<file path="src/rtl/popcount_pkg.sv">
// Shared types and helpers for the popcount sequencer.
package popcount_pkg;

  typedef enum logic [1:0] {
    IDLE,
    RUN,
    DONE
  } state_t;

  // Bits examined by the popcount datapath per cycle
  localparam int unsigned CHUNK_W = 3;

  // Number of CHUNK_W-bit chunks needed to cover a w-bit word
  function automatic int unsigned nchunk(input int unsigned w);
    return (w + CHUNK_W - 1) / CHUNK_W;
  endfunction

endpackage

</file>
<file path="src/rtl/popcount3_unit.sv">
// Combinational 3-bit population count: number of set bits in din.
module popcount3_unit (
  input  logic [2:0] din,
  output logic [1:0] dout
);

  assign dout = {1'b0, din[0]} + {1'b0, din[1]} + {1'b0, din[2]};

endmodule

</file>
<file path="src/rtl/popcount_seq_ctrl.sv">
// Sequencer that counts the set bits of a DATA_W-bit word by walking it through
// a single 3-bit popcount unit, one chunk per cycle, LSB chunk first.
module popcount_seq_ctrl
  import popcount_pkg::*;
#(
  parameter int unsigned DATA_W = 12
) (
  input  logic                        clk,
  input  logic                        areset,
  input  logic                        in_valid,
  output logic                        in_ready,
  input  logic [DATA_W-1:0]           in_data,
  output logic                        out_valid,
  input  logic                        out_ready,
  output logic [$clog2(DATA_W+1)-1:0] out_count,
  output logic                        busy
);

  localparam int unsigned NCHUNK = nchunk(DATA_W);
  localparam int unsigned SH_W   = CHUNK_W * NCHUNK;
  localparam int unsigned CNT_W  = $clog2(DATA_W + 1);
  localparam int unsigned CCNT_W = $clog2(NCHUNK + 1);
  // Adder wide enough for both the accumulator and a 2-bit chunk count
  localparam int unsigned SUM_W  = (CNT_W > 2) ? CNT_W : 2;

  localparam logic [CCNT_W-1:0] LAST_CHUNK = CCNT_W'(NCHUNK - 1);
  localparam logic [CCNT_W-1:0] MAX_CHUNK  = CCNT_W'(NCHUNK);

  state_t              state_q, state_d;
  logic [SH_W-1:0]     shift_q, shift_d;
  logic [CNT_W-1:0]    acc_q, acc_d;
  logic [CCNT_W-1:0]   chunk_q, chunk_d;
  logic [CNT_W-1:0]    count_q, count_d;

  logic [1:0]          chunk_pop;
  logic [SUM_W-1:0]    sum;
  logic                accept;
  logic                last_chunk;

  popcount3_unit u_popcount3 (
    .din  (shift_q[2:0]),
    .dout (chunk_pop)
  );

  assign sum        = SUM_W'(acc_q) + SUM_W'(chunk_pop);
  assign accept     = in_valid & in_ready;
  assign last_chunk = (chunk_q == LAST_CHUNK);
  assign out_count  = count_q;

  // State and datapath registers, cleared asynchronously so an in-flight word is dropped
  always_ff @(posedge clk or posedge areset) begin
    if (areset) begin
      state_q <= IDLE;
      shift_q <= '0;
      acc_q   <= '0;
      chunk_q <= '0;
      count_q <= '0;
    end else begin
      state_q <= state_d;
      shift_q <= shift_d;
      acc_q   <= acc_d;
      chunk_q <= chunk_d;
      count_q <= count_d;
    end
  end

  // Next-state logic
  always_comb begin
    state_d = state_q;
    unique case (state_q)
      IDLE: begin
        if (in_valid) state_d = RUN;
      end
      RUN: begin
        if (last_chunk) state_d = DONE;
      end
      DONE: begin
        if (out_ready) state_d = in_valid ? RUN : IDLE;
      end
      default: state_d = IDLE;
    endcase
  end

  // Datapath next-state: load on accept, otherwise consume one chunk per RUN cycle
  always_comb begin
    shift_d = shift_q;
    acc_d   = acc_q;
    chunk_d = chunk_q;
    if (accept) begin
      // Zero padding in the top chunk keeps it from adding to the count
      shift_d = SH_W'(in_data);
      acc_d   = '0;
      chunk_d = '0;
    end else if (state_q == RUN) begin
      shift_d = shift_q >> CHUNK_W;
      acc_d   = CNT_W'(sum);
      chunk_d = (chunk_q == MAX_CHUNK) ? chunk_q : chunk_q + 1'b1;
    end
  end

  // Result register: captured on the final chunk, held through backpressure, else zero
  always_comb begin
    count_d = '0;
    if (state_q == RUN && last_chunk) begin
      count_d = CNT_W'(sum);
    end else if (state_q == DONE && !out_ready) begin
      count_d = count_q;
    end
  end

  // Handshake and status outputs decoded from state
  always_comb begin
    in_ready  = 1'b0;
    out_valid = 1'b0;
    busy      = 1'b0;
    unique case (state_q)
      IDLE: in_ready = 1'b1;
      RUN:  busy = 1'b1;
      DONE: begin
        out_valid = 1'b1;
        in_ready  = out_ready;
      end
      default: in_ready = 1'b0;
    endcase
  end

endmodule

</file>
<file path="config.mk">
export PLATFORM = sky130hd
export DESIGN_NAME = popcount_seq_ctrl
export DESIGN_NICKNAME = d
export VERILOG_FILES = /design/src/rtl/popcount_pkg.sv /design/src/rtl/popcount3_unit.sv /design/src/rtl/popcount_seq_ctrl.sv
export SDC_FILE = /design/constraint.sdc
export NUM_CORES = 1
export LEC_CHECK = 0
export BUFFER_PORTS_ARGS = -buffer_cell sky130_fd_sc_hd__buf_4
export CORE_MARGIN = 5
export CORE_UTILIZATION = 25
export DETAILED_ROUTE_END_ITERATION = 6
export PLACE_DENSITY = 0.39
export SLEW_MARGIN = 25
export SYNTH_ARGS = -nofsm -noshare
export SYNTH_HDL_FRONTEND = slang
export SYNTH_SLANG_ARGS = --single-unit
</file>
<file path="constraint.sdc">
create_clock -name clk -period 2.9 [get_ports clk]
set_input_delay 0.145 -clock clk [delete_from_list [all_inputs] [get_ports clk]]
set_output_delay 0.145 -clock clk [all_outputs]
set_load 0.01 [all_outputs]
</file>
==> out/metrics.cfg, run 1 <==
[floorplan]
core_area_sq_um = 4790
dieArea_sq_um = 6510
rows = 25
num_io_pins = 23
initial_utilization_pct = 26.1
die_h_microns = 80.7
fp.dieW_microns = 80.7

[pwr]
power_density_nw_per_um2 = 990
p_leak_nw = 0.693
ir_worst_vdd_v = 0.000348
power_mw = 1.50

[timing]
clock_skew_ns = 0.00279
setup_violations = 0
tightest_slew_ns = 0.525
fin_tns_setup_ns = 0
hold_viol = 0
min_period_over_period_pct = 69.3
setup_slack_ns = 0.889
fmax_mhz = 497
rsz0062_at_grt = false
max_slew_margin_pct = 64.9
period_minus_slack_ns = 2.01
finalMaxSlewViolations = 0

[critical_path]
cp_slowest_stage_delay_ns = 0.48
cp_cell_sequence = fa_1 > ha_1 > fa_1 > o21ai_0 > o21ba_2
critPathTopFamily = adder cells
worstPathArrival_ns = 2.21
critPathLaunchType = flip-flop
critical_path_class = flip-flop to flip-flop
end_kind = flip-flop
worstPathRequired_ns = 3.10
cpMaxStageDelayCell = fa_1
cpMostUsedCell = fa_1
crit_buf_inv = 0
path_max_fanout = 3

[synth]
synth-adder-area-share_pct = 8.22
syn-cell-area_sq_um = 1250
synthTopCellsByArea = dfrtp_1 (50%), a221o_1 (5.6%), ha_1 (5.0%)
synth_seq_cells = 25
synth_area_per_cell_sq_um = 11.1
synthXorXnorAreaFrac_pct = 0.701
synth_top_area_share_pct = 50.1
synth_nets = 136
syn_inst = 113
ys_seq_area_share_pct = 50.1
synth_compound_area_share_pct = 19.2
muxShareOfSynthArea_pct = 1.60
synth_cell_types = 33
synth_top_family_by_area = compound AO/OA/AOI/OAI gates
synth_area_leader_cell = dfrtp_1
ys_warn_count = 0
synthSimpleGateAreaFrac_pct = 15.2

[cts]
path_clk_slew_ns = 0.08
cts_resized = 0
cts_buffers = 3
h-tree-depth = 1
clock_latency_ns = 0.26
cts_tree = done
clkSinkCount = 25
clockBufferDepth = 2
root_buffer = clkbuf_8

[status]
status = finished, final reports clean

[global_route]
grt_pass1_vias = 970
grt_start_max_net_pins = 26
grtUsageTotal_pct = 9.06
grt_overflow_total = 0
grt_pass1_wl_microns = 4640
antenna_found_initial = 0

[place]
finalWeightedCongestion = 0.759
dp_hpwl_microns = 2000
io_buffers = 22
dpl_worst_slack_ns = 0.901

[routing]
wl_microns = 2710
ant_nets = 0
viasPerCell = 4.57
dr.pass1.iters = 4
vias = 924
drc = 0
wl_per_cell_microns = 13.4
drt_iter0_drc = 52

[cells_and_area]
antenna_cells = 0
nFillCells = 496
final_nets = 159
area_growth_pct = 21.2
final_layout_size_suffix_gt1_share_pct = 23.0
regArea_sq_um = 626
fin_util_pct = 31.6
multi_input_area_sq_um = 562

[worst_hold_path]
hp-class = input port to flip-flop

[job]
max_cap_violations = 0

-- layout by cell type (no fill, tap or decap) --
master / instances
ha_1: 5
a31oi_2: 1
a32o_1: 2
nand2b_1: 3
nor2_1: 1
dlygate4sd3_1: 1
o2bb2ai_1: 2
dfrtp_1: 25
inv_2: 3
xnor2_1: 1
o21ba_2: 1
buf_4: 22
a32oi_1: 1
nand3b_1: 1
nand4_1: 5
fa_1: 2
o21ai_0: 7
and2_1: 9
clkbuf_8: 3
clkbuf_1: 1
a21o_1: 1
nor2b_1: 2
o21ai_1: 5
and3_4: 1
mux2i_1: 2
inv_1: 3
nand2_1: 10
a221o_1: 7
a21oi_1: 4
o22ai_1: 1
nand3_1: 1
or3_1: 1
o21bai_1: 1
-- through the flow --
step	std cells	instance area (sq um)	hold WS, ns
floorplan	113	1250	0.172
global placement	197	1460	0.380
detailed placement	197	1460	0.381
CTS	201	1500	0.103
global route	202	1510	0.103
finish	202	1510	0.111
-- flip-flops by register name, summed over array words and instances, names as in the netlist --
name / flops
acc_q: 4
chunk_q: 3
out_count: 4
shift_q: 12
state_q: 2
-- logic make-up after synthesis --
group                    count (synthesis)
AO/OA/AOI/OAI                           33
XOR/XNOR                                 1
adder cells (fa/ha/maj)                  7
buffers and inverters                   11
flip-flops                              25
multiplexers                             2
AND/OR/NAND/NOR                         34
-- synthesized netlist by cell type (all sizes together) --
master / count
o21ba: 1
and3: 1
dfrtp: 25
nand2: 10
a32o: 2
o21bai: 1
nor2: 1
inv: 6
a21oi: 4
buf: 4
ha: 5
a221o: 7
and2: 9
nand3b: 1
nor2b: 2
nand4: 5
a31oi: 1
nand2b: 3
a21o: 1
o22ai: 1
o21ai: 12
or3: 1
clkbuf: 1
xnor2: 1
mux2i: 2
nand3: 1
o2bb2ai: 2
a32oi: 1
fa: 2
-- final timing paths --
path,startpoint,endpoint,slack (ns),depth (start not counted)
worst max-delay path,shift_q[0],acc_q[2],0.89,5
worst min-delay path,in_data[0],shift_q[0],0.11,2
max in group asynchronous,areset,shift_q[11],2.07,3
worst min register to register,out_count[1],out_count[1],0.50,1
min in group asynchronous,areset,shift_q[0],0.48,3
worst max register to register,shift_q[0],acc_q[2],0.89,5
-- cell type report --
cell class | count | area share (%)
Clock buffer | 4 | 2.98
Multi-Input combinational cell | 77 | 37.1
Timing Repair Buffer | 23 | 11.6
Sequential cell | 25 | 41.3
Tap cell | 67 | 5.54
Inverter | 6 | 1.49
-- metal layers --
layer	GRT usage, %	wire, microns	vias up
li1	-	-	451
met1	12.0	1300	456
met2	14.5	1300	15
met3	1.68	84	2
met4	3.55	24	0
met5	0	0	-
-- power by group --
group,total (mW),switching [mW],internal [mW]
combinational,0.721,0.388,0.333
sequential,0.578,0.0975,0.481
clock,0.200,0.102,0.0979
total,1.50,0.588,0.912
-- repair_timing --
| action | 4_1_cts | 5_1_grt |
|---|---|---|
| hold endpoints to repair | 0 | 25 |
| setup buffers | 0 | 0 |
| hold buffers | 0 | 1 |
No activity file was read; power rests on OpenSTA's default activity.
==> run 2: changes to the inputs <==
==> constraint.sdc (replaced) <==
create_clock -name clk -period 1.9 [get_ports clk]
set_input_delay 0.095 -clock clk [delete_from_list [all_inputs] [get_ports clk]]
set_output_delay 0.095 -clock clk [all_outputs]
set_load 0.01 [all_outputs]
==> out/metrics.cfg, run 2 (same netlist as run 1, synthesis figures left out) <==
[place]
finalWeightedCongestion = 0.708
dp_hpwl_microns = 2040
io_buffers = 22
place_area_sq_um = 1480
dp.cells = 200
dpl_worst_slack_ns = -0.0242

[critical_path]
path_max_fanout = 2
end_kind = flip-flop
cpMaxStageDelayCell = fa_1
critical_path_class = flip-flop to flip-flop
worstPathRequired_ns = 2.06
cp_slowest_stage_delay_ns = 0.58
crit_buf_inv = 0
critPathTopFamily = adder cells
critPathLaunchType = flip-flop
worstPathArrival_ns = 2.07
cp_cell_sequence = fa_1 > ha_4 > fa_2 > a32o_1

[timing]
setup_violations = 1
finalMaxSlewViolations = 0
setup_slack_ns = -0.00663
tightest_slew_ns = 0.533
clock_skew_ns = 0.00469
min_period_over_period_pct = 100
hold_viol = 0
fmax_mhz = 524
fin_hold_ws_ns = 0.0561
max_slew_margin_pct = 64.4
rsz0062_at_grt = true
period_minus_slack_ns = 1.91

[cts]
h-tree-depth = 1
clock_latency_ns = 0.26
clockBufferDepth = 2
clkSinkCount = 25
cts_tree = done
cts_buffers = 3
path_clk_slew_ns = 0.09
root_buffer = clkbuf_8

[cells_and_area]
finalNonFillerCells = 205
largest_reg_flops = 12
stdcell_area_sq_um = 1560
regMostFlops = shift_q
area_growth_pct = 25.2
antenna_cells = 0
final_layout_size_suffix_gt1_share_pct = 26.8
final_nets = 162
layout.cells.most_common_list = dfrtp_1 (25), buf_4 (25), nand2_1 (10)

[pwr]
power_mw = 2.44
switching_share_pct = 39.3
seqPwrFrac_pct = 36.5
p_clk_share_pct = 12.8
ir_worst_vdd_v = 0.000855
power_density_nw_per_um2 = 1560
switchingPower_uw = 959
p_int_mw = 1.48
p_leak_nw = 0.709
comb_power_share_pct = 50.8

[global_route]
antenna_found_initial = 0
grt_overflow_total = 0
grt_start_max_net_pins = 26
grt_pass1_wl_microns = 4750
grt_pass1_vias = 1017
grtUsageTotal_pct = 9.57

[status]
violations = negative setup slack
status = complete, but fails checks

[routing]
drc = 0
vias = 944
ant_nets = 0
drt_iter0_drc = 25
wl_per_cell_microns = 13.9
viasPerCell = 4.60
wl_microns = 2860
dr.pass1.iters = 4

[floorplan]
num_io_pins = 23
core_area_sq_um = 4790
dieArea_sq_um = 6510
rows = 25
die_h_microns = 80.7
initial_utilization_pct = 26.1
fp.dieW_microns = 80.7

[worst_hold_path]
hp-class = input port to flip-flop

[job]
max_cap_violations = 0

-- run 2: cell types whose count changed in the layout (fill, tap and decap cells not counted), sizes merged --
cell  change
buf       +3
-- run 2: final timing paths --
path,slack [ns],from,to,cells past startpoint
min in group asynchronous,0.43,areset,acc_q[2],4
setup reg to reg,-0.007,acc_q[0],out_count[1],4
setup / recovery,-0.007,acc_q[0],out_count[1],4
max in group asynchronous,1.23,areset,out_count[0],4
hold / removal,0.06,in_data[2],shift_q[2],2
hold reg to reg,0.50,out_count[0],out_count[0],1
-- run 2: layout make-up --
cell class | count | area (sq um)
clock buffer | 4 | 45.0
inverter | 6 | 22.5
multi-input combinational | 77 | 588
sequential | 25 | 626
tap | 67 | 83.8
timing repair buffer | 26 | 198
fill | 499 | 3220
-- run 2: worst register-to-register path, delay by kind of cell (launching register included) --
| family | cells | cell delay [ns] |
|---|---|---|
| fa+ha+maj | 3 | 1.18 |
| compound gates | 1 | 0.23 |
| flops | 1 | 0.41 |
-- run 2: metal layers --
layer,share of wire [%],vias up,track usage (%)
met5,0,-,0
met4,1.3,0,3.55
met3,3.0,4,1.91
met2,50,15,16.1
met1,46,465,12.0
li1,-,460,-
-- run 2: repair_timing --
item | CTS | global route
buffers inserted | 0 | 0
hold buffers | 1 | 0
resized for setup | 2 | 5
setup endpoints to repair | 2 | 3
hold endpoints to repair | 25 | 0
pin swaps | 0 | 2
-- run 2: power by group through the flow --
stage,Sequential (mW),Combinational [mW],Clock (mW)
6_report,0.890,1.24,0.311
5_1_grt,0.922,1.40,0.338
4_1_cts,0.883,1.18,0.326
3_5_place_dp,0.892,1.15,0
3_3_place_gp,0.886,1.12,0
2_1_floorplan,0.856,0.856,0
-- run 2: stage by stage --
| step | utilization (%) | setup TNS (ns) |
|---|---|---|
| 2_1_floorplan | - | 0 |
| 3_3_place_gp | 31.0 | 0 |
| 3_5_place_dp | 31.0 | -0.0296 |
| 4_1_cts | 32.2 | -0.0182 |
| 5_1_grt | 32.7 | -0.0893 |
| 6_report | 32.7 | -0.00663 |
